`config.mk`:
```
export PLATFORM = sky130hd
export DESIGN_NAME = mlp1
export DESIGN_NICKNAME = d
export VERILOG_FILES = /design/src/rtl/mlp1_pkg.sv /design/src/rtl/mlp1_fifo.sv /design/src/rtl/mlp1.sv
export SDC_FILE = /design/constraint.sdc
export NUM_CORES = 2
export LEC_CHECK = 0
export CAP_MARGIN = 20
export CORE_MARGIN = 2
export CORE_UTILIZATION = 45
export DETAILED_ROUTE_END_ITERATION = 16
export MAX_ROUTING_LAYER = met4
export PLACE_DENSITY_LB_ADDON = 0.08
export SYNTH_ARGS = -nofsm -noshare
export SYNTH_HDL_FRONTEND = slang
export SYNTH_SLANG_ARGS = --single-unit
```
`constraint.sdc`:
```
create_clock -name clk -period 6.5 [get_ports clk]
set_input_delay 1.3 -clock clk [delete_from_list [all_inputs] [get_ports clk]]
set_output_delay 1.3 -clock clk [all_outputs]
set_load 0.005 [all_outputs]
```
`src/rtl/mlp1_pkg.sv`:
```
// Shared constants and lane helpers for the mlp1 reduce/ReLU tile.
package mlp1_pkg;

  localparam int unsigned LANES = 4;
  // Widest lane the helpers support; the top slices results down to its own lane width.
  localparam int unsigned MaxLaneW = 32;

  // Low bit index of lane idx in a word made of lw-bit lanes.
  function automatic int unsigned lane_lo(input int unsigned idx, input int unsigned lw);
    return idx * lw;
  endfunction

  // Clamp a sign-extended sum to the positive lw-bit signed range; negatives become 0.
  function automatic logic [MaxLaneW-1:0] sat_relu(input logic signed [MaxLaneW+1:0] sum,
                                                   input int unsigned lw);
    logic [MaxLaneW+1:0] max_pos;
    max_pos = ((MaxLaneW+2)'(1) << (lw - 1)) - (MaxLaneW+2)'(1);
    if (sum[MaxLaneW+1]) begin
      return '0;
    end else if (sum > $signed(max_pos)) begin
      return max_pos[MaxLaneW-1:0];
    end else begin
      return sum[MaxLaneW-1:0];
    end
  endfunction

endpackage

```
`src/rtl/mlp1_fifo.sv`:
```
// First-word fall-through FIFO with wrap-bit pointers; rdata reads 0 when empty.
module mlp1_fifo #(
  parameter int unsigned Width = 64,
  parameter int unsigned Depth = 8
) (
  input  logic             clk,
  input  logic             reset,
  input  logic             wen,
  input  logic [Width-1:0] wdata,
  output logic             full,
  input  logic             ren,
  output logic [Width-1:0] rdata,
  output logic             empty
);

  localparam int unsigned AW = $clog2(Depth);

  logic [Width-1:0] r_mem [Depth];
  logic [AW:0]      r_wptr;
  logic [AW:0]      r_rptr;
  logic             w_push;
  logic             w_pop;

  assign empty  = (r_wptr == r_rptr);
  assign full   = (r_wptr[AW] != r_rptr[AW]) && (r_wptr[AW-1:0] == r_rptr[AW-1:0]);
  assign w_push = wen & ~full;
  assign w_pop  = ren & ~empty;
  assign rdata  = empty ? '0 : r_mem[r_rptr[AW-1:0]];

  // Pointer update; the extra MSB separates full from empty.
  always_ff @(posedge clk or negedge reset) begin
    if (!reset) begin
      r_wptr <= '0;
      r_rptr <= '0;
    end else begin
      if (w_push) r_wptr <= r_wptr + (AW+1)'(1);
      if (w_pop)  r_rptr <= r_rptr + (AW+1)'(1);
    end
  end

  // Storage needs no reset: contents are only visible through a non-empty head.
  always_ff @(posedge clk) begin
    if (w_push) r_mem[r_wptr[AW-1:0]] <= wdata;
  end

endmodule

```
`src/rtl/mlp1.sv`:
```
// MLP tile: four input FIFOs, lane-wise reduce + saturating ReLU stage, one output FIFO.
module mlp1
  import mlp1_pkg::*;
#(
  parameter int unsigned DATA_WIDTH = 64,
  parameter int unsigned FIFO_DEPTH = 8
) (
  input  logic                  clk,
  input  logic                  reset,
  input  logic [DATA_WIDTH-1:0] dispatcher0_ififo_wdata,
  input  logic                  dispatcher0_ififo_wen,
  output logic                  dispatcher0_ififo_rdy,
  input  logic [DATA_WIDTH-1:0] dispatcher1_ififo_wdata,
  input  logic                  dispatcher1_ififo_wen,
  output logic                  dispatcher1_ififo_rdy,
  input  logic [DATA_WIDTH-1:0] dispatcher2_ififo_wdata,
  input  logic                  dispatcher2_ififo_wen,
  output logic                  dispatcher2_ififo_rdy,
  input  logic [DATA_WIDTH-1:0] dispatcher3_ififo_wdata,
  input  logic                  dispatcher3_ififo_wen,
  output logic                  dispatcher3_ififo_rdy,
  output logic [DATA_WIDTH-1:0] collector_ofifo_rdata,
  input  logic                  collector_ofifo_ren,
  output logic                  collector_ofifo_rdy
);

  localparam int unsigned L    = DATA_WIDTH / LANES;
  localparam int unsigned CntW = $clog2(FIFO_DEPTH) + 1;

  logic [DATA_WIDTH-1:0] w_in_wdata [LANES];
  logic [DATA_WIDTH-1:0] w_in_rdata [LANES];
  logic [LANES-1:0]      w_port_wen;
  logic [LANES-1:0]      w_in_wen;
  logic [LANES-1:0]      w_in_full;
  logic [LANES-1:0]      w_in_empty;
  logic [LANES-1:0]      w_rdy;
  logic                  w_fire;
  logic                  w_pop;
  logic                  w_out_full;
  logic                  w_out_empty;
  logic                  w_out_wen;
  logic [DATA_WIDTH-1:0] w_result;
  logic signed [L+1:0]   w_sum;
  logic [MaxLaneW-1:0]   w_sat;

  logic                  r_live;     // high from the first edge after reset release
  logic                  r_valid;
  logic [DATA_WIDTH-1:0] r_result;
  logic [CntW-1:0]       r_claimed;  // output slots held by the stage register plus the FIFO

  assign w_in_wdata[0] = dispatcher0_ififo_wdata;
  assign w_in_wdata[1] = dispatcher1_ififo_wdata;
  assign w_in_wdata[2] = dispatcher2_ififo_wdata;
  assign w_in_wdata[3] = dispatcher3_ififo_wdata;
  assign w_port_wen    = {dispatcher3_ififo_wen, dispatcher2_ififo_wen,
                          dispatcher1_ififo_wen, dispatcher0_ififo_wen};

  assign w_rdy    = ~w_in_full & {LANES{r_live}};
  assign w_in_wen = w_port_wen & w_rdy;

  assign dispatcher0_ififo_rdy = w_rdy[0];
  assign dispatcher1_ififo_rdy = w_rdy[1];
  assign dispatcher2_ififo_rdy = w_rdy[2];
  assign dispatcher3_ififo_rdy = w_rdy[3];

  assign w_fire = ~(|w_in_empty) && (r_claimed < CntW'(FIFO_DEPTH));
  assign w_pop  = collector_ofifo_ren & ~w_out_empty;
  // Claim accounting already guarantees room; the full gate is only a backstop.
  assign w_out_wen = r_valid & ~w_out_full;

  for (genvar gi = 0; gi < LANES; gi++) begin : g_in
    mlp1_fifo #(
      .Width(DATA_WIDTH),
      .Depth(FIFO_DEPTH)
    ) u_ififo (
      .clk  (clk),
      .reset(reset),
      .wen  (w_in_wen[gi]),
      .wdata(w_in_wdata[gi]),
      .full (w_in_full[gi]),
      .ren  (w_fire),
      .rdata(w_in_rdata[gi]),
      .empty(w_in_empty[gi])
    );
  end

  // Result lane n is the saturated, rectified sum of the four lanes of dispatcher n.
  always_comb begin
    w_result = '0;
    w_sum    = '0;
    w_sat    = '0;
    for (int n = 0; n < LANES; n++) begin
      w_sum = '0;
      for (int i = 0; i < LANES; i++) begin
        w_sum = w_sum + (L+2)'($signed(w_in_rdata[n][lane_lo(i, L) +: L]));
      end
      w_sat = sat_relu((MaxLaneW+2)'(w_sum), L);
      w_result[lane_lo(n, L) +: L] = w_sat[L-1:0];
    end
  end

  // Stage register, slot-claim counter and post-reset ready flag.
  always_ff @(posedge clk or negedge reset) begin
    if (!reset) begin
      r_live    <= 1'b0;
      r_valid   <= 1'b0;
      r_result  <= '0;
      r_claimed <= '0;
    end else begin
      r_live  <= 1'b1;
      r_valid <= w_fire;
      if (w_fire) r_result <= w_result;
      unique case ({w_fire, w_pop})
        2'b10:   r_claimed <= r_claimed + CntW'(1);
        2'b01:   r_claimed <= r_claimed - CntW'(1);
        default: r_claimed <= r_claimed;
      endcase
    end
  end

  mlp1_fifo #(
    .Width(DATA_WIDTH),
    .Depth(FIFO_DEPTH)
  ) u_ofifo (
    .clk  (clk),
    .reset(reset),
    .wen  (w_out_wen),
    .wdata(r_result),
    .full (w_out_full),
    .ren  (collector_ofifo_ren),
    .rdata(collector_ofifo_rdata),
    .empty(w_out_empty)
  );

  assign collector_ofifo_rdy = ~w_out_empty;

endmodule

```
* Yosys cells after proc, flatten, opt, wreduce, memory -nomap -nowiden
Memories as Yosys holds them, arrays and structs flattened.
Cells that the tools add are included.
** Storage, ports and cells
- Register bits :: 110
- Bits in writable memories :: 2560
- Bits of input ports :: 263
- Output and inout port bits :: 69
- Logic and storage cells :: 122
- Memories :: 5
** Memory list
- g_in[0].u_ififo.r_mem :: words 8, bits a word 64, rd ports 1, clocked after Yosys merged registers in 0, wr ports 1, RTL line mlp1_fifo.sv:18 : logic [Width-1:0] r_mem [Depth];
- g_in[1].u_ififo.r_mem :: words 8, bits a word 64, rd ports 1, clocked after Yosys merged registers in 0, wr ports 1, RTL line mlp1_fifo.sv:18
- g_in[2].u_ififo.r_mem :: words 8, bits a word 64, rd ports 1, clocked after Yosys merged registers in 0, wr ports 1, RTL line mlp1_fifo.sv:18
- g_in[3].u_ififo.r_mem :: words 8, bits a word 64, rd ports 1, clocked after Yosys merged registers in 0, wr ports 1, RTL line mlp1_fifo.sv:18
- u_ofifo.r_mem :: words 8, bits a word 64, rd ports 1, clocked after Yosys merged registers in 0, wr ports 1, RTL line mlp1_fifo.sv:18
** Cells by class
- Add/sub/neg operators :: 24
- Order comparisons :: 5
- Equal/unequal tests :: 17
- Mux-type cells :: 24
- Bitwise logic cells :: 25
- Reduce and logical (&&, ||, !) cells :: 8
** Operators with widths (number)
- 64-bit two-way mux :: 5
- 16-bit two-way mux :: 8
- 17-bit by 16-bit adder with 18-bit output :: 4
- 18-bit by 16-bit adder with 18-bit output :: 4
- 18-bit by 16-bit greater-than comparator with 1-bit output (second input constant) :: 4
- 16-bit by 16-bit adder with 17-bit output :: 4
- 4-bit by 1-bit adder with 4-bit output (second input constant) :: 11
- 4-bit equality test :: 5
- 3-bit equality test :: 5
- 1-bit bitwise AND :: 11
- 1-bit inverter :: 11
- 1-bit two-way mux :: 10
- 4-bit bitwise AND :: 2
- 4-bit case mux with 2 select lines :: 1
- 1-bit logical AND :: 6
- 1-bit != test :: 5
- 4-bit less-than comparator (second input constant) :: 1
- 4-bit inverter :: 1
- 4-bit OR reduction :: 1
- 4-bit by 1-bit subtractor with 4-bit output (second input constant) :: 1
- 2-bit by 1-bit equality test with 1-bit output (second input constant) :: 1
- 2-bit equality test (second input constant) :: 1
- 2-bit nonzero test :: 1

* Logic depth before layout (Yosys ltp)
- Word-level depth :: 8
- Gate-level depth with buffers :: 23

* By module
From an unflattened synthesis, not the netlist that was laid out.
** Second synthesis, totals
- Cell total of the unflattened synthesis :: 6637
- Area total of the unflattened synthesis :: 112191.4 um^2
** Modules (own cells, without submodules)
- mlp1_fifo (g_in[1].u_ififo ...) :: instances 4, cells each 1089, area each 20419.6 um^2, sequential area each 15574.9 um^2
- mlp1_fifo (g_in[0].u_ififo) :: instances 1, cells each 1089, area each 20417.1 um^2, sequential area each 15574.9 um^2
- mlp1 :: instances 1, cells each 1192, area each 10095.9 um^2, sequential area each 1751.7 um^2

* Least setup slack after synthesis
Ideal clock, no wire load.
- Path kind :: input-to-reg
- From :: in dispatcher3_ififo_wen
- To :: mem g_in[3].u_ififo.r_mem[0][0] (enable)
- Library setup time :: 565 ps
- Data arrival time :: 6069 ps
- Data required time :: 5935 ps
- Setup slack :: -133 ps
- Cell stages on the path :: 4
- Path buffers :: 1
- Path through :: and2_1 > clkbuf_1 > nand2b_1 > nor3_1
** On the way
- Word-level cells in the longest chain between the ends :: 4
** Ends and longest elaborated chain
- from (decl) :: RTL line mlp1.sv:20 : input logic dispatcher3_ififo_wen,
- 4-bit bitwise AND :: RTL line mlp1.sv:59 : assign w_in_wen = w_port_wen & w_rdy;
- 1-bit bitwise AND :: RTL line mlp1_fifo.sv:26 : assign w_push = wen & ~full;
- 1-bit two-way mux :: RTL line mlp1_fifo.sv:43 : if (w_push) r_mem[r_wptr[AW-1:0]] <= wdata;
- 1-bit two-way mux (not written as such) :: RTL line mlp1_fifo.sv:43
- to (decl) :: RTL line mlp1_fifo.sv:18
Every way passes these cells.

* Final worst setup path
- From :: reg g_in[3].u_ififo.r_rptr[2]
- To :: reg r_result[54]
** On the way
- Word-level cells in the longest chain between the ends :: 8
** Ends and longest elaborated chain
- from (decl) :: RTL line mlp1_fifo.sv:20 : logic [AW:0] r_rptr;
- from (signal assigned) :: RTL line mlp1_fifo.sv:37 : if (w_pop) r_rptr <= r_rptr + (AW+1)'(1);
- memory 8 x 64 bit / 4-bit equality test (equally long branches)
- 64-bit two-way mux :: RTL line mlp1_fifo.sv:28 : assign rdata = empty ? '0 : r_mem[r_rptr[AW-1:0]];
- 16-bit by 16-bit adder with 17-bit output :: RTL line mlp1.sv:95 : w_sum = w_sum + (L+2)'($signed(w_in_rdata[n][lane_lo(i, L) +: L]));
- 17-bit by 16-bit adder with 18-bit output :: RTL line mlp1.sv:95
- 18-bit by 16-bit adder with 18-bit output :: RTL line mlp1.sv:95
- 18-bit by 16-bit greater-than comparator with 1-bit output :: RTL line mlp1_pkg.sv:20 : end else if (sum > $signed(max_pos)) begin
- 16-bit two-way mux :: RTL line mlp1_pkg.sv:20
- 16-bit two-way mux :: RTL line mlp1_pkg.sv:18 : if (sum[MaxLaneW+1]) begin
- to (signal assigned) :: RTL line mlp1.sv:112 : if (w_fire) r_result <= w_result;
- to (decl) :: RTL line mlp1.sv:48 : logic [DATA_WIDTH-1:0] r_result;
Parallel ways exist; a longest one is shown, timed or not.
A chain may end at the register's enable or synchronous reset.

==> load_flow_metrics.sql <==
INSERT INTO impl_metrics (metric_group, metric, value, unit) VALUES
('outcome', 'run_status', 'finished, final reports clean', ''),
('sta', 'time_the_worst_path_needs_with_i_o_delays_and_setup', '5790', 'ps'),
('placed_design', 'placement.io_buffers', '331', ''),
('sta', 'post-route-period-util', '89.1', '%'),
('sta', 'tightest_slew', '1040', 'ps'),
('worst_setup_path', 'critical_path_arrival', '6610', 'ps'),
('grt', 'antenna_found_initial', '41', ''),
('synthesis', 'postSynthNetCount', '5777', ''),
('detailed_routing', 'routed_wirelength', '248', 'mm'),
('worst_setup_path', 'criticalPathCategory', 'reg -> reg', ''),
('cts', 'root_buffer', 'clkbuf_16', ''),
('placed_design', 'routability_congestion', '0.799', ''),
('sta', 'maxSlewViolCount', '0', ''),
('cts', 'tritoncts.num_buffers', '299', ''),
('detailed_routing', 'wl_per_cell', '26.9', 'µm'),
('worst_setup_path', 'critical_path.startpoint_type', 'flop', ''),
('detailed_routing', 'post_drt_via_cell_ratio', '5.49', ''),
('detailed_routing', 'dr.first_iter.drc_count', '3590', ''),
('synthesis', 'yosys-top-cells-area', 'edfxtp_1, mux4_2, dfrtp_1, fa_1, mux2i_1', ''),
('placed_design', 'dpl.hpwl', '146', 'mm'),
('sta', 'max-slew-margin-rel', '30.5', '%'),
('sta', 'final-setup-viol-count', '0', ''),
('synthesis', 'synth.yosys.warnings', '0', ''),
('synthesis', 'synthCells', '5300', ''),
('sta', 'rsz0062_at_grt', 'false', ''),
('cells_and_area', 'drive_gt1_share', '21.9', '%'),
('detailed_routing', 'detailroute.via_count', '50700', ''),
('grt', 'grt_util_all_layers', '21.0', '%'),
('placed_design', 'pre_cts_setup_slack', '748', 'ps'),
('synthesis', 'synth_edf_count', '2560', ''),
('floorplanning', 'initial_core_utilization', '45.1', '%'),
('job', 'drv_cap', '0', ''),
('synthesis', 'synth_seq_cells', '2670', ''),
('synthesis', 'synth_common_cells', 'edfxtp_1, mux4_2, nor2_1', ''),
('floorplanning', 'core_area', '0.240', 'mm²'),
('floorplanning', 'die_width', '495', 'µm'),
('synthesis', 'postSynthAreaPerCell', '20.4', 'µm²'),
('cts', 'cts.path.max_buffers', '4', ''),
('cts', 'clock_insertion_delay_worst_skew', '930', 'ps'),
('synthesis', 'synth_area_leader_cell', 'edfxtp_1', ''),
('detailed_routing', 'drt-pass1-iter-count', '7', ''),
('cts', 'htree_num_levels', '5', ''),
('min_path', 'hp-class', 'in -> async', ''),
('cts', 'tritoncts_clock_tree', 'done', ''),
('cts', 'post_cts_setup_repair_buffer_count', '0', ''),
('worst_setup_path', 'worst_setup_path_end_kind', 'flop', ''),
('cts', 'cts_hold_buffers', '0', ''),
('worst_setup_path', 'reg2reg_depth', '19', ''),
('synthesis', 'post-synth-top-count-cell', 'edfxtp_1', ''),
('floorplanning', 'die-area', '0.245', 'mm²'),
('floorplanning', 'number_of_placement_rows', '180', ''),
('synthesis', 'yosysTopAreaCellShare', '70.9', '%'),
('worst_setup_path', 'maximum_fanout_along_the_worst_path', '15', ''),
('grt', 'number_of_global_route_vias_before_repair', '53900', ''),
('worst_setup_path', 'worst-r2r-setup-slack', '710', 'ps'),
('sta', 'worst_slack', '707', 'ps'),
('sta', 'timing.clock.skew', '63.6', 'ps'),
('cts', 'clkSlewWorstSetupHoldPaths', '60', 'ps'),
('floorplanning', 'fp.dieH', '495', 'µm'),
('worst_setup_path', 'critPathRequiredTime', '7320', 'ps'),
('grt', 'grt_pass1_wl', '365', 'mm'),
('floorplanning', 'floorplan.io_pins', '332', ''),
('synthesis', 'total_standard_cell_area_after_synthesis', '0.108', 'mm²'),
('synthesis', 'synth_cell_type_count', '74', ''),
('sta', 'max_freq', '173', 'MHz'),
('cells_and_area', 'final_standard_cell_utilization_of_the_core', '52.2', '%'),
('cts', 'number_of_clock_sinks', '2670', ''),
('grt', 'final_global_route_overflow_total', '0', ''),
('sta', 'timing_hold_violations_final', '0', ''),
('synthesis', 'postSynth.topFlopCell', 'edfxtp_1', ''),
('sta', 'hold_slack', '447', 'ps'),
('cells_and_area', 'layout.nets', '6285', ''),
('detailed_routing', 'drt_drc_violations_left', '0', ''),
('detailed_routing', 'ant_nets', '0', ''),
('worst_setup_path', 'reg2reg_from', 'g_in[3].u_ififo.r_rptr[2]$_DFFE_PN0P_', ''),
('cells_and_area', 'nFillCells', '19100', ''),
('synthesis', 'synth_seq_area_share', '73.5', '%'),
('worst_setup_path', 'r2r_end', 'r_result[54]$_DFFE_PN0P_', ''),
('cells_and_area', 'area_delta_synth_final', '15.7', '%'),
('synthesis', 'asyncSetResetFlopFracSynth', '4.12', '%'),
('sta', 'setup_tns', '0', 'ps'),
('cts', 'post_cts.resized_instances', '0', ''),
('grt', 'pin_count_of_the_biggest_net_entering_global_routing', '85', '');
==> cells in the final DEF (no fill, tap or decap), types with 8 or more instances in the layout <==
cell type           n
o21a_1             12
xor2_1             30
xnor2_1            72
edfxtp_1         2560
a211oi_1            8
mux2_2             85
and2_1             10
ha_1               81
inv_1             260
a22oi_1            17
nor2_4             30
nor3_4              8
and3_1              8
nand3_1            14
dfrtp_1            95
mux2i_1           244
buf_12             36
nand2_1           163
clkbuf_16         306
a21oi_1            59
clkdlybuf4s50_1   330
clkinv_1           60
nand4_1             9
nand2b_1           20
clkbuf_1           79
clkinv_2           39
o211ai_1            9
bufinv_16           9
diode_2            27
buf_4              96
a221o_1            44
mux4_2            640
nor2_1            274
fa_1              133
o21ai_0            33
a21o_1             21
dfrtp_4            15
==> metal layers <==
| metal | up-vias | global-route usage (%) | routed length (µm) |
|---|---|---|---|
| li1 | 22300 | - | - |
| met1 | 27100 | 28.1 | 109000 |
| met2 | 1051 | 33.4 | 123000 |
| met3 | 327 | 4.13 | 12300 |
| met4 | 0 | 4.57 | 4520 |
| met5 | - | - | 0 |
==> worst max-delay path: stages, from the launching register on <==
cell and delay [ps]:
dfrtp_4 620, xor2_1 220, nor2_1 160, and3_2 480, nor2_1 200, fa_1 580, inv_1 70, fa_1 430
inv_1 70, ha_1 200, inv_1 80, fa_1 450, nor2b_1 180, o211ai_1 120, a221oi_1 500, o211ai_1 240
o21ai_0 310, xnor2_1 150, nand2_1 330, a22oi_1 310
==> registers in the layout, summed over array words and instances (netlist names) <==
register             flops
g_in.u_ififo.r_mem    2048
u_ofifo.r_mem          512
r_result                64
g_in.u_ififo.r_rptr     16
g_in.u_ififo.r_wptr     16
r_claimed                4
u_ofifo.r_rptr           4
u_ofifo.r_wptr           4
r_live                   1
r_valid                  1
==> through the flow <==
| step | instance area (µm²) | std cells |
|---|---|---|
| 2_1_floorplan | 108000 | 5300 |
| 3_3_place_gp | 116000 | 8690 |
| 3_5_place_dp | 117000 | 8692 |
| 4_1_cts | 125000 | 9204 |
| 5_1_grt | 125000 | 9230 |
| 6_report | 125000 | 9231 |
==> final cells by class <==
class | count | area (µm²) | area share, %
Antenna cell | 27 | 67.6 | 0.0539
Clock buffer | 387 | 7980 | 6.36
Clock inverter | 125 | 846 | 0.674
Inverter | 261 | 980 | 0.781
Multi-Input combinational cell | 2111 | 27100 | 21.6
Sequential cell | 2670 | 79700 | 63.5
Tap cell | 3185 | 3990 | 3.18
Timing Repair Buffer | 465 | 4800 | 3.83
==> cells by family (layout without fill, tap and decap cells) <==
group	after synthesis	count (layout)	synth area share [%]
flops	2670	2670	73.5
mux	969	969	16.4
simple gates	575	575	2.24
buf+inv	519	1238	1.86
compound gates	250	250	1.76
fa+ha+maj	214	214	3.39
xor+xnor	102	102	0.824
other cells	1	28	0.00346
==> how the worst max path moves through the flow <==
stage,startpoint,end,slack [ps],cells past startpoint
after floorplan,u_ofifo.r_wptr[2]$_DFFE_PN0P_,u_ofifo.r_mem[0][0]$_DFFE_PP_,370,6
after global placement,g_in[0].u_ififo.r_rptr[0]$_DFFE_PN0P_,r_result[14]$_DFFE_PN0P_,830,17
after detailed placement,g_in[3].u_ififo.r_rptr[0]$_DFFE_PN0P_,r_result[52]$_DFFE_PN0P_,750,16
after CTS,g_in[3].u_ififo.r_rptr[2]$_DFFE_PN0P_,r_result[55]$_DFFE_PN0P_,740,19
after global routing,g_in[3].u_ififo.r_rptr[2]$_DFFE_PN0P_,r_result[53]$_DFFE_PN0P_,270,19
final,g_in[3].u_ififo.r_rptr[2]$_DFFE_PN0P_,r_result[54]$_DFFE_PN0P_,710,19
Power is not shown: default switching activity piles up to over one toggle a cycle in this logic, so the estimate is an artifact.
